--- config.mk ---
export PLATFORM = sky130hd
export DESIGN_NAME = sha256_round_ctrl
export DESIGN_NICKNAME = d
export VERILOG_FILES = /design/src/rtl/sha256_pkg.sv /design/src/rtl/sha256_round_cnt.sv /design/src/rtl/sha256_round_ctrl.sv
export SDC_FILE = /design/constraint.sdc
export NUM_CORES = 1
export LEC_CHECK = 0
export ABC_AREA = 1
export BUFFER_PORTS_ARGS = -buffer_cell sky130_fd_sc_hd__buf_4
export CORE_MARGIN = 1
export CORE_UTILIZATION = 35
export CTS_BUF_LIST = sky130_fd_sc_hd__clkbuf_8
export DETAILED_ROUTE_END_ITERATION = 7
export MAX_ROUTING_LAYER = met4
export SYNTH_ARGS = -nofsm -noshare
export SYNTH_HDL_FRONTEND = slang
export SYNTH_SLANG_ARGS = --single-unit
--- constraint.sdc ---
create_clock -name clk -period 1.6 [get_ports clk]
set_input_delay 0.32 -clock clk [delete_from_list [all_inputs] [get_ports clk]]
set_output_delay 0.32 -clock clk [all_outputs]
set_load 0.01 [all_outputs]
--- src/rtl/sha256_pkg.sv ---
// sha256_pkg: shared SHA-256 controller types and constants.
package sha256_pkg;

    typedef enum logic [2:0] {
        S_IDLE,
        S_INIT,
        S_ROUND,
        S_FINAL,
        S_DONE
    } state_t;

    localparam int SHA_ROUNDS    = 64;
    localparam int W_LOAD_ROUNDS = 16;

    // H0 at index 0
    localparam logic [0:7][31:0] SHA_IV = {
        32'h6a09e667, 32'hbb67ae85, 32'h3c6ef372, 32'ha54ff53a,
        32'h510e527f, 32'h9b05688c, 32'h1f83d9ab, 32'h5be0cd19
    };

endpackage

--- src/rtl/sha256_round_cnt.sv ---
// sha256_round_cnt: 6-bit round counter with clear/enable and terminal-count flag.
module sha256_round_cnt
    import sha256_pkg::*;
(
    input  logic       clk,
    input  logic       rst,
    input  logic       clr_i,
    input  logic       en_i,
    output logic [5:0] cnt_o,
    output logic       tc_o
);

    logic [5:0] cnt_q, cnt_d;

    always_comb cnt_d = clr_i ? 6'd0 : en_i ? cnt_q + 6'd1 : cnt_q;

    always_ff @(posedge clk or posedge rst)
        if (rst) cnt_q <= 6'd0;
        else     cnt_q <= cnt_d;

    assign cnt_o = cnt_q;
    assign tc_o  = cnt_q == 6'(SHA_ROUNDS - 1);

endmodule

--- src/rtl/sha256_round_ctrl.sv ---
// sha256_round_ctrl: sequences init, 64 rounds and hash update per block, with digest handshake.
module sha256_round_ctrl
    import sha256_pkg::*;
#(
    parameter int KLAT = 0
) (
    input  logic       clk,
    input  logic       rst,
    input  logic       blk_valid,
    input  logic       blk_first,
    input  logic       blk_last,
    output logic       blk_ready,
    output logic [5:0] round,
    output logic       w_load,
    output logic       ld_iv,
    output logic       ld_work,
    output logic       rnd_en,
    output logic       upd_hash,
    output logic       busy,
    output logic       digest_valid,
    input  logic       digest_ready
);

    state_t     state_q, state_d;
    logic       first_q, first_d;
    logic       last_q, last_d;
    logic [5:0] rcnt;
    logic       rcnt_tc;
    logic       accept;
    logic       in_init, in_round, w_win;

    assign accept   = blk_valid && state_q == S_IDLE;
    assign in_init  = state_q == S_INIT;
    assign in_round = state_q == S_ROUND;

    sha256_round_cnt u_cnt (
        .clk   (clk),
        .rst   (rst),
        .clr_i (in_init),
        .en_i  (in_round),
        .cnt_o (rcnt),
        .tc_o  (rcnt_tc)
    );

    always_ff @(posedge clk or posedge rst)
        if (rst) begin
            state_q <= S_IDLE;
            first_q <= 1'b0;
            last_q  <= 1'b0;
        end else begin
            state_q <= state_d;
            first_q <= first_d;
            last_q  <= last_d;
        end

    always_comb begin
        state_d = state_q;
        first_d = accept ? blk_first : first_q;
        last_d  = accept ? blk_last : last_q;
        case (state_q)
            S_IDLE:  state_d = blk_valid ? S_INIT : S_IDLE;
            S_INIT:  state_d = S_ROUND;
            S_ROUND: state_d = rcnt_tc ? S_FINAL : S_ROUND;
            S_FINAL: state_d = last_q ? S_DONE : S_IDLE;
            S_DONE:  state_d = digest_ready ? S_IDLE : S_DONE;
            default: state_d = S_IDLE;
        endcase
    end

    // With KLAT=1 the index runs one ahead so K and W arrive with rnd_en; it holds 63 on the last round.
    always_comb begin
        blk_ready    = state_q == S_IDLE;
        busy         = state_q != S_IDLE;
        ld_work      = in_init;
        ld_iv        = in_init && first_q;
        rnd_en       = in_round;
        upd_hash     = state_q == S_FINAL;
        digest_valid = state_q == S_DONE;
        round        = !in_round ? 6'd0 : (KLAT == 0 || rcnt_tc) ? rcnt : rcnt + 6'd1;
        w_win        = in_round || (KLAT != 0 && in_init);
        w_load       = w_win && round < 6'(W_LOAD_ROUNDS);
    end

endmodule

* Yosys cells after proc, flatten, opt, wreduce, memory -nomap -nowiden *
Index checks and enable logic that the tools add are counted.

storage, ports and cells
  flip-flop bits (word level) = 11
  bits in latches = 0
  bits in writable memories = 0
  ROM bits = 0
  bits of input ports = 6
  memories kept = 0

operators by class
  add/sub/neg operators = 1
  $mul = 0
  divide/modulo/power cells = 0
  magnitude comparators = 1
  equal/unequal tests = 5
  shift operators = 0
  muxes and demuxes = 8
  bitwise operators = 0
  reduce and logical (&&, ||, !) cells = 6

operators by type and width
  operator               count
  $mux W6                3
  $pmux W3 S5            1
  $add A6 B1 Y6 const B  1
  $eq A3 B2 Y1 const B   2
  $eq A6 B6 Y1 const B   1
  $lt A6 B5 Y1 const B   1
  $mux W3                2
  $eq A3 B1 Y1 const B   1
  $eq A3 B3 Y1 const B   1
  $logic_and A1 B1 Y1    3
  $logic_not A3 Y1       1
  $reduce_bool A3 Y1     1
  $mux W1                2
  $reduce_bool A2 Y1     1

* Longest topological paths before layout *
  depth in word-level cells = 4
  gate-level depth with buffers = 7
  gate-level depth less buffers = 7

* By module *
A second synthesis with hierarchy kept.

unflattened totals
  cell total of the unflattened synthesis = 91
  area total of the unflattened synthesis = 671.9 µm²

modules (own cells, without submodules)
  module             times used  cells each  area an instance (µm²)  seq. area each (µm²)
  sha256_round_cnt   1           45          342.8                   150.1
  sha256_round_ctrl  1           46          329.1                   125.1

* Worst setup path before layout *
Ideal clock, no wire load.

  kind = reg-to-output
  from = reg state_q[0]
  to = out w_load
  arrival = 979 ps
  data required time = 1280 ps
  setup slack = 301 ps
  cell stages (with the launch flop) = 5
  buffers on the path = 1
  cells stage by stage = dfrtp_1 -> inv_1 -> nand3_2 -> buf_6 -> nor3_1

between the ends
  word-level cells in the longest chain between the ends = 4

RTL lines
  what                    RTL line                 text
  start, declared         sha256_round_ctrl.sv:24  state_t state_q, state_d;
  start signal, assigned  sha256_round_ctrl.sv:51  state_q <= state_d;
  $eq A3 B2 Y1 *          sha256_round_ctrl.sv:34  assign in_round = state_q == S_ROUND;
  $mux W6                 sha256_round_ctrl.sv:79  round = !in_round ? 6'd0 : (KLAT == 0 || rcnt_tc) ? rcnt : rcnt + 6'd1;
  $lt A6 B5 Y1            sha256_round_ctrl.sv:81  w_load = w_win && round < 6'(W_LOAD_ROUNDS);
  $logic_and A1 B1 Y1 *   sha256_round_ctrl.sv:81
  end, declared           sha256_round_ctrl.sv:14  output logic w_load,

Mark *: on every way between the ends. The rest lies on a longest branch, timed or not.

* Worst setup path in the final report *
Ends and elaborated chain as after synthesis.

==> key figures <==
Status
  • Status: finished, final reports clean

Clocking
  • Clock Path Buffers: 2
  • CTS buffer count: 3
  • CTS tree: done
  • CTS Hold Bufs: 0
  • Htree depth: 1
  • Root cell of the clock tree: clkbuf_8
  • Clock sinks: 11
  • Later-pin clock latency in the skew report: 240 ps
  • Clock transition at path regs: 50 ps

STA
  • Final Skew: 2.12 ps
  • Final Hold Vio Count: 0
  • Min Tclk post-route: 1540 ps
  • Rel. slew slack: 72.0%
  • Period Utilization, post-route: 96.0%
  • Finish-stage setup viols: 0
  • Fmax: 651 MHz
  • Pins Over Slew Limit: 0
  • Least-Margin Pin Slew: 419 ps

Drt
  • Drt total wl: 1.32 mm
  • Antenna-violating nets left: 0
  • 1st-iter DRT viols: 3
  • DR vias/cell: 4.57
  • Via count: 580
  • Detailed Routing Iterations Pass 1: 3
  • Routed WL per cell: 10.4 µm
  • Post-route DRC: 0

Power
  • PD cells: 1780 nW/µm²
  • Worst vdd ir: 0.000891 V
  • Total power: 1.52 mW
  • Static Leak: 0.485 nW

Global routing
  • Pin count of the biggest net entering global routing: 12
  • Initial antenna violation count: 0
  • First-pass GRT wire length: 2.17 mm
  • Vias in the first global route: 520
  • Gr ovfl total: 0
  • All-Layer GR Usage: 16.5%

Yosys
  • Biggest area consumer among synthesized cells: dfrtp_1
  • Seq/Total Area, Yosys: 45.8%
  • Post-synth top cells: 19 x inv_1, 18 x nand2_1, 15 x nor2_1
  • Library cells used by synthesis: 13
  • Seq cells post-synth: 11
  • Top-count cell post-synth: inv_1
  • Mapped Avg Cell Area: 7.15 µm²
  • Area fraction of the dominant cell type after synthesis: 45.8%
  • Number of enable flip-flop cells after synthesis: 0
  • Synthesized area: 601 µm²
  • Synth top area cells: dfrtp_1 46%, inv_1 12%, nand2_1 11%
  • Syn_nets: 91
  • Mapped Cells: 84
  • Top_reg_cell synth: dfrtp_1
  • Yosys warnings: 0
  • Synth async-reset ratio: 100%

Run
  • Max-Cap Viols: 0

Floorplanning
  • Core Area: 1560 µm²
  • Die X: 43.4 µm
  • Row cnt: 14
  • Initial core utilization: 38.5%
  • I/O pins: 20
  • Die Height: 43.4 µm
  • DIE AREA: 1890 µm²

Finish
  • N_diodes: 0
  • Final #Nets: 119
  • Final core utilization: 55.0%
  • Layout cells sized above 1: 32.4%
  • Non-Filler Instances: 127
  • Layout overhead on the synthesized area: 42.7%

Placement
  • Placed cells: 119
  • DP Wirelength: 971 µm
  • Gpl congestion: 0.753
  • IO buf count: 19

Worst setup path
  • Crit start category: flip-flop
  • CP required: 1280 ps
  • Crit path DAT: 1220 ps
  • Crit. End Element: primary output
  • CP max FO: 11
  • WS Path Type: flip-flop to primary output

Hold path
  • Type of the most critical hold path: input port to async pin
[critical path: stages, from the launching register on]
cell and delay (ps):
dfrtp_2 440, inv_1 120, nand3_4 140, nor3_2 130, buf_4 140
[logic make-up (layout without fill, tap and decap cells)]
kind of cell / after synthesis / after routing / synth area share, %
AND/OR/NAND/NOR: 43 / 43 / 30.8
buffers and inverters: 20 / 47 / 13.8
flip-flops: 11 / 11 / 45.8
AO/OA/AOI/OAI: 9 / 9 / 7.50
adder cells (fa/ha/maj): 1 / 1 / 2.08
[cell type report]
type / count / area (µm²)
multi-input combinational: 53 / 263
sequential: 11 / 278
fill: 154 / 702
tap: 16 / 20.0
clock inverter: 1 / 3.75
inverter: 19 / 71.3
timing repair buffer: 24 / 180
clock buffer: 3 / 41.3
[path summary, 6_finish.rpt]
check                                  start        endpoint  slack (ps)  cells past startpoint
worst min register to register        last_q          last_q         480                      2
min in group clk                digest_ready      state_q[2]         280                      2
worst max-delay path              state_q[0]          w_load          60                      4
worst max register to register    state_q[2]  u_cnt.cnt_o[5]         290                      9
worst min-delay path                     rst  u_cnt.cnt_o[4]          80                      2
max in group asynchronous                rst      state_q[1]        1200                      2
[flip-flops by register name, summed over array words and instances, names as in the netlist]
register and count:
last_q 1, u_cnt.cnt_o 6, first_q 1, state_q 3
[stage by stage]
stage          TNS, ps  hold slack [ps]  instance area (µm²)  setup WS (ps)
2_1_floorplan        0              172                  601            301
3_3_place_gp         0              351                  759            204
3_5_place_dp         0              352                  759            225
4_1_cts          -35.9             96.6                  827          -35.9
5_1_grt          -4.22              120                  857          -4.22
6_report             0             77.4                  857           63.7
[cell usage in the layout (no fill, tap or decap), types with 2 or more instances in the layout]
master    count
nor2_2        3
clkbuf_8      3
nand3_1       7
o21ai_0       6
nor2_1       12
dfrtp_2       2
nand2_1      18
dfrtp_1       9
a21oi_1       2
inv_1        19
buf_4        24
[power by group]
part	internal, mW	switching (mW)	leakage (nW)
Clock	0.169	0.106	0.0269
Combinational	0.359	0.407	0.320
Sequential	0.382	0.0997	0.139
[timing repair]
action	in CTS	in global routing
setup buffers	2	2
gates resized for setup	1	7
pin swaps	1	2
setup endpoints to repair	3	8
[per-layer routing]
metal  global-route usage, %  wire length (µm)  vias up
met5                       -                 0        -
met4                    13.1                33        0
met3                    2.50                32        4
met2                    22.7               625        7
met1                    21.4               629      264
li1                        -                 -      305
Note: power is estimated with default switching activity, not from simulation.
